$ cat config.mk
export PLATFORM = sky130hd
export DESIGN_NAME = spi_slave_frame
export DESIGN_NICKNAME = d
export VERILOG_FILES = /design/src/rtl/spi_pkg.sv /design/src/rtl/spi_slave_frame_if.sv /design/src/rtl/spi_pin_sync.sv /design/src/rtl/spi_slave_frame.sv
export SDC_FILE = /design/constraint.sdc
export NUM_CORES = 1
export LEC_CHECK = 0
export BUFFER_PORTS_ARGS = -buffer_cell sky130_fd_sc_hd__buf_2
export CORE_MARGIN = 3
export CORE_UTILIZATION = 50
export DETAILED_ROUTE_END_ITERATION = 10
export PLACE_DENSITY = 0.81
export SYNTH_ARGS = -nofsm -noshare
export SYNTH_HDL_FRONTEND = slang
export SYNTH_SLANG_ARGS = --single-unit
$ cat constraint.sdc
create_clock -name i_Clock -period 2.4 [get_ports i_Clock]
set_input_delay 0.36 -clock i_Clock [delete_from_list [all_inputs] [get_ports i_Clock]]
set_output_delay 0.36 -clock i_Clock [all_outputs]
set_load 0.01 [all_outputs]
$ cat src/rtl/spi_pkg.sv
// Shared types and helpers for the framed SPI slave.
// Mode encoding, frame width derivation and frame bit offsets.
package spi_pkg;

  typedef enum logic [1:0] {
    MODE0 = 2'd0,
    MODE1 = 2'd1,
    MODE2 = 2'd2,
    MODE3 = 2'd3
  } spi_mode_t;

  // Offsets counted from the frame MSB.
  localparam int WFLAG_OFS = 0;
  localparam int ADDR_OFS  = 1;

  function automatic int frame_width(
    input int aw,
    input int dw
  );
    return 1 + aw + dw;
  endfunction

  function automatic spi_mode_t mode_of(
    input bit cpol,
    input bit cpha
  );
    return spi_mode_t'({cpol, cpha});
  endfunction

  function automatic bit mode_cpol(
    input spi_mode_t m
  );
    return m[1];
  endfunction

  function automatic bit mode_cpha(
    input spi_mode_t m
  );
    return m[0];
  endfunction

endpackage

$ cat src/rtl/spi_slave_frame_if.sv
// Register-write bundle leaving the SPI slave.
// The slave drives it; the register file consumes it.
interface spi_slave_frame_if #(
  parameter int ADDR_WIDTH = 15,
  parameter int DATA_WIDTH = 16
);
  logic                  we;
  logic [ADDR_WIDTH-1:0] num;
  logic [DATA_WIDTH-1:0] val;
  logic                  err;

  modport master (
    output we,
    output num,
    output val,
    output err
  );

  modport slave (
    input we,
    input num,
    input val,
    input err
  );
endinterface

$ cat src/rtl/spi_pin_sync.sv
// Multi-flop pin synchroniser with rise/fall detect
// taken from the last two synchronised stages.
module spi_pin_sync #(
  parameter int STAGES = 2
) (
  input  logic clk,
  input  logic rst_n,
  input  logic d,
  output logic q,
  output logic rise,
  output logic fall
);

  logic [STAGES-1:0] sr;

  always_ff @(posedge clk or negedge rst_n) begin
    if (!rst_n) begin
      sr <= '0;
    end else begin
      sr <= {sr[STAGES-2:0], d};
    end
  end

  assign q    = sr[STAGES-1];
  assign rise = sr[STAGES-2] & ~sr[STAGES-1];
  assign fall = ~sr[STAGES-2] & sr[STAGES-1];

endmodule

$ cat src/rtl/spi_slave_frame.sv
// CS-framed SPI slave: all four modes, register-write
// pulses, frame error detection and sample transmit on MISO.
module spi_slave_frame
  import spi_pkg::*;
#(
  parameter int ADDR_WIDTH   = 15,
  parameter int DATA_WIDTH   = 16,
  parameter int SAMPLE_WIDTH = 16,
  parameter bit CPOL         = 1'b0,
  parameter bit CPHA         = 1'b0,
  parameter int SYNC_STAGES  = 2
) (
  input  logic                    i_Clock,
  input  logic                    i_Reset_n,
  input  logic                    i_SampleReady,
  input  logic [SAMPLE_WIDTH-1:0] i_Sample,
  output logic                    o_RegisterWriteEnable,
  output logic [ADDR_WIDTH-1:0]   o_RegisterWriteNumber,
  output logic [DATA_WIDTH-1:0]   o_RegisterWriteValue,
  output logic                    o_FrameError,
  input  logic                    i_SPI_SCK,
  input  logic                    i_SPI_CS_n,
  input  logic                    i_SPI_MOSI,
  output logic                    o_SPI_MISO
);

  localparam int FW = frame_width(ADDR_WIDTH, DATA_WIDTH);
  localparam int CW = $clog2(FW + 2);
  localparam spi_mode_t MODE = mode_of(CPOL, CPHA);
  localparam bit LEAD_FALL  = mode_cpol(MODE);
  localparam bit SAMP_TRAIL = mode_cpha(MODE);
  localparam int FLAG_IDX = FW - 1 - WFLAG_OFS;
  localparam int ADDR_MSB = FW - 1 - ADDR_OFS;
  localparam logic [CW-1:0] CNT_LAST = CW'(FW - 1);
  localparam logic [CW-1:0] CNT_FULL = CW'(FW);
  localparam logic [CW-1:0] CNT_SAT  = CW'(FW + 1);

  typedef logic [FW-1:0] frame_t;

  spi_slave_frame_if #(
    .ADDR_WIDTH(ADDR_WIDTH),
    .DATA_WIDTH(DATA_WIDTH)
  ) bus ();

  logic sck_q, sck_rise, sck_fall;
  logic cs_q, cs_rise, cs_fall;
  logic mosi_q, mosi_rise, mosi_fall;
  logic unused_pins;

  spi_pin_sync #(.STAGES(SYNC_STAGES)) u_sck (
    .clk  (i_Clock),
    .rst_n(i_Reset_n),
    .d    (i_SPI_SCK),
    .q    (sck_q),
    .rise (sck_rise),
    .fall (sck_fall)
  );

  spi_pin_sync #(.STAGES(SYNC_STAGES)) u_cs (
    .clk  (i_Clock),
    .rst_n(i_Reset_n),
    .d    (i_SPI_CS_n),
    .q    (cs_q),
    .rise (cs_rise),
    .fall (cs_fall)
  );

  spi_pin_sync #(.STAGES(SYNC_STAGES)) u_mosi (
    .clk  (i_Clock),
    .rst_n(i_Reset_n),
    .d    (i_SPI_MOSI),
    .q    (mosi_q),
    .rise (mosi_rise),
    .fall (mosi_fall)
  );

  assign unused_pins = ^{sck_q, mosi_rise, mosi_fall};

  logic                    armed;
  logic                    first;
  logic                    miso;
  logic [CW-1:0]           cnt;
  frame_t                  rx;
  frame_t                  tx;
  logic [SAMPLE_WIDTH-1:0] hold;

  logic lead, trail, samp, shft;
  logic active, start, stop;
  logic [SAMPLE_WIDTH-1:0] hold_next;
  frame_t tx_load, rx_next;

  assign lead  = LEAD_FALL ? sck_fall : sck_rise;
  assign trail = LEAD_FALL ? sck_rise : sck_fall;
  assign samp  = SAMP_TRAIL ? trail : lead;
  assign shft  = SAMP_TRAIL ? lead : trail;

  assign active = armed & ~cs_q;
  assign start  = armed & cs_fall;
  assign stop   = armed & cs_rise;

  assign hold_next = i_SampleReady ? i_Sample : hold;
  assign tx_load   = frame_t'(hold_next) << (FW - SAMPLE_WIDTH);
  assign rx_next   = {rx[FW-2:0], mosi_q};

  always_ff @(posedge i_Clock or negedge i_Reset_n) begin
    if (!i_Reset_n) begin
      armed   <= 1'b0;
      first   <= 1'b0;
      miso    <= 1'b0;
      cnt     <= '0;
      rx      <= '0;
      tx      <= '0;
      hold    <= '0;
      bus.we  <= 1'b0;
      bus.num <= '0;
      bus.val <= '0;
      bus.err <= 1'b0;
    end else begin
      bus.we  <= 1'b0;
      bus.err <= 1'b0;
      hold    <= hold_next;
      if (cs_q) armed <= 1'b1;
      if (start) begin
        cnt   <= '0;
        tx    <= tx_load;
        first <= 1'b1;
        if (!SAMP_TRAIL) miso <= tx_load[FW-1];
      end else if (stop) begin
        miso <= 1'b0;
        if (cnt != CNT_FULL) bus.err <= 1'b1;
      end else if (active) begin
        if (samp) begin
          rx <= rx_next;
          if (cnt != CNT_SAT) cnt <= cnt + 1'b1;
          if (cnt == CNT_LAST && rx_next[FLAG_IDX]) begin
            bus.we  <= 1'b1;
            bus.num <= rx_next[ADDR_MSB -: ADDR_WIDTH];
            bus.val <= rx_next[DATA_WIDTH-1:0];
          end
        end
        // CPHA=1: first leading edge only presents the MSB
        if (shft) begin
          if (SAMP_TRAIL && first) begin
            miso  <= tx[FW-1];
            first <= 1'b0;
          end else begin
            tx   <= {tx[FW-2:0], 1'b0};
            miso <= tx[FW-2];
          end
        end
      end
    end
  end

  assign o_RegisterWriteEnable = bus.we;
  assign o_RegisterWriteNumber = bus.num;
  assign o_RegisterWriteValue  = bus.val;
  assign o_FrameError          = bus.err;
  assign o_SPI_MISO            = miso;

endmodule

# Word level (Yosys, flattened, before mapping)
# Index checks and enable logic that the tools add are counted.
word_totals:
  reg_bits: 125
  elab_cells: 65
classes:
  add_sub_neg: 1
  n_eq_ne: 4
  mux: 22
  n_bitwise: 13
  n_reduce_logical: 12
op_table:
  columns: ["op", "count"]
  rows:
  - ["31-bit two-way mux", 4]
  - ["6-bit two-way mux", 5]
  - ["16-bit two-way mux", 1]
  - ["1-bit two-way mux", 12]
  - ["6-bit inequality test, second input constant", 2]
  - ["4-bit AND reduction", 2]
  - ["2-bit nonzero test", 4]
  - ["1-bit bitwise AND", 7]
  - ["6-bit by 1-bit adder with 6-bit output, second input constant", 1]
  - ["6-bit by 5-bit == test with 1-bit output, second input constant", 1]
  - ["1-bit NOT", 6]
  - ["3-bit nonzero test", 2]
  - ["5-bit AND reduction", 1]
  - ["3-bit AND reduction", 1]
  - ["2-bit inequality test, second input constant", 1]
  - ["2-bit AND reduction", 1]
  - ["1-bit logical AND", 1]

# Logic depth before layout (Yosys ltp)
# Gate-level depths: netlist of the first run.
logic_depth:
  depth_word: 7
  mapped_depth: 7
  ltp_nobuf: 5

# Cells and area by module
# A second synthesis of the first run with hierarchy kept.
unflattened:
  cells_unflattened: 287
  hier_area_um2: 4440.5
by_module_without_submodules:
  columns: ["module", "n_inst", "cells_per_inst", "area_each_um2"]
  rows:
  - ["spi_slave_frame", 1, 275, 4245.3]
  - ["spi_pin_sync", 3, 4, 65.1]

# Least setup slack after synthesis of the first run
# No wires, ideal clock.
synth_path:
  kind: "register -> register"
  start: "register u_cs.sr[0]"
  end: "register bus.num[0] (netlist: o_RegisterWriteNumber[0])"
  setup_ps: 125
  arrival_time_ps: 1609
  required_ps: 2275
  path_slack_ps: 665
  stages_incl_launch_ff: 7
  synth_period_minus_slack_ps: 1735
  cell_sequence: "dfrtp_1 nand4bb_4 nor3_2 and4b_1 buf_6 buf_12 mux2_4"
synth_between:
  elab_chain_len: 5
  word_cells_on_any_way: 8
  classes_between: "7 x bitwise; 1 x reduce/logical"
synth_lines:
  columns: ["item", "line", "source"]
  rows:
  - ["from (decl)", "spi_pin_sync.sv:14", "logic [STAGES-1:0] sr;"]
  - ["from (signal assigned)", "spi_pin_sync.sv:20", "sr <= {sr[STAGES-2:0], d};"]
  - ["1-bit NOT", "spi_pin_sync.sv:26", "assign fall = ~sr[STAGES-2] & sr[STAGES-1];"]
  - ["1-bit bitwise AND", "spi_pin_sync.sv:26", null]
  - ["1-bit bitwise AND", "spi_slave_frame.sv:98", "assign start = armed & cs_fall;"]
  - ["1-bit NOT (no source line)", null, null]
  - ["5-bit AND reduction (no source line) *", null, null]
  - ["to (signal assigned)", "spi_slave_frame.sv:137", "bus.num <= rx_next[ADDR_MSB -: ADDR_WIDTH];"]
  - ["to (decl)", "spi_slave_frame_if.sv:8", "logic [ADDR_WIDTH-1:0] num;"]
# Every way passes the cells marked *; elsewhere a longest branch is shown, timed or not.
# A chain may end at the register's enable or synchronous reset.

# Worst setup path after layout of the first run
layout_path:
  start: "register u_cs.sr[0]"
  end: "register bus.val[15] (netlist: o_RegisterWriteValue[15])"
layout_between:
  elab_chain_len: 5
  word_cells_on_any_way: 8
  classes_between: "7 x bitwise; 1 x reduce/logical"
layout_lines:
  columns: ["item", "line", "source"]
  rows:
  - ["1-bit NOT", "spi_pin_sync.sv:26", null]
  - ["1-bit bitwise AND", "spi_pin_sync.sv:26", null]
  - ["1-bit bitwise AND", "spi_slave_frame.sv:98", null]
  - ["1-bit NOT (no source line)", null, null]
  - ["5-bit AND reduction (no source line) *", null, null]
  - ["to (signal assigned)", "spi_slave_frame.sv:138", "bus.val <= rx_next[DATA_WIDTH-1:0];"]
  - ["to (decl)", "spi_slave_frame_if.sv:9", "logic [DATA_WIDTH-1:0] val;"]
# Marks and branches as above.

==> results of run 1 <==
## state kept, by name (all words and copies together), names as in the netlist
register	cells
rx	31
hold	16
o_RegisterWriteValue	16
o_RegisterWriteNumber	15
tx	15
cnt	6
u_cs.sr	2
u_mosi.sr	2
u_sck.sr	2
armed	1
o_FrameError	1
o_RegisterWriteEnable	1
o_SPI_MISO	1
## per-stage QoR
stage | total power, W | std cells
final | 0.00330 | 458
after global routing | 0.00348 | 458
after CTS | 0.00335 | 458
after detailed placement | 0.00233 | 442
after global placement | 0.00231 | 442
after floorplan | 0.00221 | 291
## layer usage
layer	vias to the layer above	routed length [um]
met4	0	140
li1	1132	-
met2	40	3270
met5	-	0
met3	13	232
met1	1200	3160
## power by group through the flow
stage / registers [W] / clock network, W / logic, W
6_report: 0.00202 / 0.00102 / 0.000260
5_1_grt: 0.00204 / 0.00113 / 0.000301
4_1_cts: 0.00202 / 0.00106 / 0.000268
3_5_place_dp: 0.00206 / 0 / 0.000268
3_3_place_gp: 0.00205 / 0 / 0.000255
2_1_floorplan: 0.00204 / 0 / 0.000175
## cells in the final DEF, fill, tap and decap left out, types with 2 or more instances in the layout
cell type / instances
buf_2: 54
nor2b_1: 3
mux2_4: 29
nand3_1: 6
clkbuf_8: 11
clkinvlp_4: 4
ha_1: 3
mux2i_1: 15
buf_12: 2
xnor2_1: 2
mux2_2: 50
buf_4: 5
nand2_1: 16
inv_1: 4
o21ai_0: 18
a211oi_1: 2
nand3b_1: 2
dfrtp_1: 109
## worst max-delay path by stage
| stage | endpoint | slack [ns] |
|---|---|---|
| final | o_RegisterWriteValue[15]$_DFFE_PN0P_ | 0.47 |
| after floorplan | o_RegisterWriteNumber[0]$_DFFE_PN0P_ | 0.67 |
| after detailed placement | o_RegisterWriteValue[15]$_DFFE_PN0P_ | 0.46 |
| after global routing | o_RegisterWriteNumber[14]$_DFFE_PN0P_ | 0.34 |
| after CTS | o_RegisterWriteValue[15]$_DFFE_PN0P_ | 0.45 |
| after global placement | o_RegisterWriteValue[15]$_DFFE_PN0P_ | 0.53 |
## logic make-up after synthesis
group | after synthesis | share of synthesized area, %
AO/OA/AOI/OAI | 27 | 3.52
XOR/XNOR | 2 | 0.394
adder cells (fa/ha/maj) | 3 | 0.844
buffers and inverters | 19 | 3.18
flip-flops | 109 | 61.4
multiplexers | 94 | 25.8
AND/OR/NAND/NOR | 37 | 4.87
## worst max-delay path, delay by kind of cell (launching register included)
kind / cells / cell delay [ns]
buffers and inverters: 1 / 0.24
DFF: 1 / 0.45
muxes: 1 / 0.36
and+or+nand+nor: 3 / 0.76
## cell type report
type	instances	area (sq um)	share of cell area, %
clock buffer	11	151	3.03
clock inverter	5	35.0	0.702
inverter	4	15.0	0.301
multi-input combinational	163	1580	31.7
sequential	109	2730	54.7
tap	105	131	2.63
timing repair buffer	61	348	6.97
==> results.py, run 1 <==
metrics = {
    "detailed_routing": {
        "drt_iter0_drc": 93,
        "vias": 2385,
        "drt-vias-per-instance": 5.21,
        "antenna_left": 0,
        "drtPass1Iterations": 4,
        "drc": 0,
        "drt_wl_total_um": 6810,
        "wire_per_inst_um": 14.9,
    },
    "die": {
        "start_util_pct": 52.8,
        "dieArea_sq_um": 10100,
        "die_h_um": 100,
        "core_sq_um": 8420,
        "rows": 33,
        "ioPinCount": 56,
        "die_x_um": 100,
    },
    "timing": {
        "slew_headroom_pct": 55.2,
        "final.setup.worst_slack_ns": 0.469,
        "fin_tns_setup_ns": 0,
        "setup_viol": 0,
        "period_share_pct": 80.5,
        "maxSlewViolCount": 0,
        "period_minus_slack_ns": 1.93,
        "timing.hold.ws_ns": 0.0256,
        "finalHoldViolCount": 0,
        "finClkSkew_ns": 0.0115,
        "max_freq_mhz": 518,
        "rsz0062_at_grt": "false",
        "tightest_slew_ns": 0.671,
    },
    "synth": {
        "yosysTopAreaCell": "dfrtp_1",
        "post-synth-top-count-cell": "dfrtp_1",
        "synth_top_cell_area_share_pct": 61.4,
        "syn-num-nets": 316,
        "ys_ff_latch": 109,
        "syn_inst": 291,
        "synth_edf_count": 0,
        "syn_area_sq_um": 4450,
        "synthTopCellsByArea": "dfrtp_1 61%, mux2_2 13%, mux2_4 9.8%",
        "syn_avg_cell_area_sq_um": 15.3,
        "ys_types": 34,
        "ys_seq_area_share_pct": 61.4,
        "synthArstFlopShare_pct": 100,
        "synth.top_cells.by_count": "109 x dfrtp_1, 50 x mux2_2, 29 x mux2_4, 19 x o21ai_0, 16 x nand2_1",
        "ys_warn_count": 0,
        "synth_flop_cell": "dfrtp_1",
    },
    "clocking": {
        "clock_latency_ns": 0.36,
        "cts_sinks": 109,
        "cts_resized": 0,
        "cts_tree": "built",
        "cts_root_buf": "clkbuf_8",
        "cts_max_level": 3,
        "cts_made_buffers": 9,
        "hold_buffers": 0,
        "cts.path.max_buffers": 2,
        "cts_setup_buffers": 0,
        "clk_pin_slew_ns": 0.10,
    },
    "grt": {
        "grt_max_degree": 55,
        "grt_pass1_wl_um": 11700,
        "antenna_found_initial": 0,
        "met3_usage_pct": 3.68,
        "use_met1_pct": 20.8,
        "gr-total-overflow": 0,
        "grt.total_usage_pct": 15.1,
        "use_met2_pct": 22.8,
        "grt_pass1_vias": 2408,
        "grt.busiest_layer": "met2",
    },
    "setup_path": {
        "crit_chain": "nand4bb_4, nor3_2, and4b_2, buf_12, mux2_2",
        "critPathRequiredTime_ns": 2.65,
        "cp.arrival_ns": 2.18,
        "slowest_delay_ns": 0.45,
        "startpoint_type": "flop",
        "r2r-end": "o_RegisterWriteValue[15]$_DFFE_PN0P_",
        "end_kind": "flop",
        "r2r_start": "u_cs.sr[0]$_DFF_PN0_",
        "r2r_slack_ns": 0.47,
        "path_max_fanout": 32,
        "worstRegToRegCells": 5,
        "critPathKind": "flop to flop",
        "cp-startpoint": "u_cs.sr[0]$_DFF_PN0_",
        "slowest_stage": "dfrtp_1",
    },
    "layout": {
        "final_util_pct": 59.2,
        "syn2layout_area_growth_pct": 12.2,
        "final_area_sq_um": 4990,
        "drive_gt1_share_pct": 45.9,
        "fill_cells": 678,
        "nets": 373,
        "diodes": 0,
    },
    "power_and_ir_drop": {
        "seq_power_share_pct": 61.3,
        "power_switching_w": 0.000782,
        "switching_share_pct": 23.7,
        "leakagePower_nw": 2.51,
        "power_frac_comb_pct": 7.9,
        "p_per_area_nw_per_um2": 661,
        "pwr-share-clk_pct": 30.8,
        "vdd_drop_max_uv": 384,
        "p_int_w": 0.00252,
    },
    "placed_design": {
        "place_area_sq_um": 4800,
        "place.gp.congestion": 0.800,
        "post-place-ws_ns": 0.456,
        "portBuffers": 55,
        "hpwl_um": 4700,
    },
    "hold_path": {
        "min_path_type": "input port to async pin",
    },
    "flow_run": {
        "maxCapViolCount": 0,
    },
    "run_status": {
        "status": "complete, no violations",
    },
}
No activity file was read; power rests on OpenSTA's default activity.
==> run 2, diff against run 1 <==
clock period = 1.9 ns   (was 2.4 ns; I/O delays follow)
==> run 2 against run 1 <==
  * The flow now finishes with violations (negative setup slack)
  * Sequential cell count is the same
  * Wire length up 7.6%
  * Sequential power up 26%
  * Global-route usage is essentially flat
  * Count of clock-buffer cells in the layout shrank 1
  * Total power grew 28%
  * Largest power group unchanged
==> results.py, run 2 (synthesis gave the netlist of run 1 again) <==
metrics = {
    "layout": {
        "drive_gt1_share_pct": 48.1,
        "layout_common_cells": "107 x dfrtp_1, 54 x buf_2, 50 x mux2_2, 29 x mux2_4, 18 x o21ai_0",
        "nets": 385,
        "largest-register": "rx",
        "multi_input_comb_area_sq_um": 1590,
        "diodes": 0,
        "final_area_sq_um": 5160,
        "seqCellArea_sq_um": 2730,
        "final_common_cell": "dfrtp_1",
        "largest_register_ff_count": 31,
        "syn2layout_area_growth_pct": 16.1,
        "fill_cells": 658,
    },
    "run_status": {
        "status": "finished with violations",
        "violations": "negative setup slack",
    },
    "placed_design": {
        "place_area_sq_um": 4880,
        "place.gp.congestion": 0.851,
        "portBuffers": 55,
        "post-place-ws_ns": 0.0244,
        "hpwl_um": 4830,
    },
    "grt": {
        "grt.total_usage_pct": 15.1,
        "gr-total-overflow": 0,
        "antenna_found_initial": 0,
        "grt_max_degree": 41,
        "grt_pass1_vias": 2546,
        "grt_pass1_wl_um": 12100,
    },
    "detailed_routing": {
        "drt-vias-per-instance": 5.20,
        "drt_iter0_drc": 73,
        "vias": 2441,
        "drt_wl_total_um": 7320,
        "antenna_left": 0,
        "wire_per_inst_um": 15.6,
        "drc": 0,
        "drtPass1Iterations": 4,
    },
    "timing": {
        "finClkSkew_ns": 0.00893,
        "max_freq_mhz": 522,
        "period_share_pct": 101,
        "tightest_slew_ns": 0.547,
        "slew_headroom_pct": 63.0,
        "setup_viol": 8,
        "rsz0062_at_grt": "true",
        "finalHoldViolCount": 0,
        "final.setup.worst_slack_ns": -0.0154,
        "maxSlewViolCount": 0,
        "period_minus_slack_ns": 1.92,
    },
    "clocking": {
        "cts_sinks": 109,
        "cts_root_buf": "clkbuf_8",
        "clk_pin_slew_ns": 0.09,
        "cts_made_buffers": 9,
        "cts_tree": "built",
        "clock_latency_ns": 0.35,
        "cts_max_level": 3,
        "cts.path.max_buffers": 2,
    },
    "power_and_ir_drop": {
        "p_per_area_nw_per_um2": 818,
        "vdd_drop_max_uv": 348,
        "leakagePower_nw": 2.59,
        "power.total_w": 0.00422,
    },
    "setup_path": {
        "cp.arrival_ns": 2.16,
        "end_kind": "flop",
        "critPathKind": "flop to flop",
        "startpoint_type": "flop",
        "critPathRequiredTime_ns": 2.14,
        "path_max_fanout": 8,
    },
    "die": {
        "rows": 33,
        "ioPinCount": 56,
        "die_x_um": 100,
        "start_util_pct": 52.8,
        "dieArea_sq_um": 10100,
        "core_sq_um": 8420,
        "die_h_um": 100,
    },
    "hold_path": {
        "min_path_type": "input port to flop",
    },
    "flow_run": {
        "maxCapViolCount": 0,
    },
}
-- run 2: report_power, final --
group / leakage, nW / internal (W) / switching, W
Combinational: 1.06 / 0.000178 / 0.000180
Clock: 0.0919 / 0.000597 / 0.000716
Sequential: 1.44 / 0.00247 / 0.0000806
Total: 2.59 / 0.00324 / 0.000977
-- run 2: stage by stage --
stage | instances | setup TNS, ns | hold WS, ns | utilization, %
after floorplan | 291 | 0 | -0.0106 | -
after global placement | 447 | 0 | 0.263 | 57.9
after detailed placement | 447 | 0 | 0.269 | 57.9
after CTS | 463 | 0 | 0.0119 | 60.2
after global routing | 469 | -1.63 | 0.00480 | 61.3
final | 469 | -0.104 | 0.0338 | 61.3
-- run 2: area by class of cell --
type / count / area share [%]
clock buffers: 10 / 2.47
clock inverters: 5 / 1.02
inverters: 4 / 0.291
multi-input cells: 163 / 30.8
flip-flops and latches: 109 / 52.9
well taps: 105 / 2.55
repair buffers: 73 / 9.94
-- run 2: worst paths after layout --
check | from | slack, ns | cells past startpoint | endpoint
min in group asynchronous | i_Reset_n | 0.41 | 2 | tx[21]$_DFFE_PN0P_
max reg2reg | cnt[1]$_DFFE_PN0P_ | -0.02 | 6 | o_RegisterWriteValue[4]$_DFFE_PN0P_
max in group asynchronous | i_Reset_n | 0.91 | 3 | armed$_DFFE_PN0P_
min | i_SPI_SCK | 0.03 | 1 | u_sck.sr[0]$_DFF_PN0_
min reg2reg | u_mosi.sr[0]$_DFF_PN0_ | 0.35 | 0 | u_mosi.sr[1]$_DFF_PN0_
max | cnt[1]$_DFFE_PN0P_ | -0.02 | 6 | o_RegisterWriteValue[4]$_DFFE_PN0P_
-- run 2: per-layer routing --
metal | up-vias | GRT usage [%] | wire length [um]
li1 | 1158 | - | -
met1 | 1234 | 20.4 | 3410
met2 | 40 | 24.2 | 3540
met3 | 9 | 3.47 | 265
met4 | 0 | 4.97 | 100
met5 | - | 0 | 0
-- run 2: critical path: stages (launching register included) --
cell	delay, ns
dfrtp_1	0.42
ha_2	0.22
nand3_2	0.08
nor3_2	0.20
and4b_4	0.38
clkbuf_16	0.21
mux2_4	0.30
-- run 2: timing repair --
item / in CTS / in global routing
hold endpoints to repair: 31 / 0
setup endpoints to repair: 0 / 29
hold buffers: 1 / 0
resized for setup: 0 / 5
buffers inserted: 0 / 4
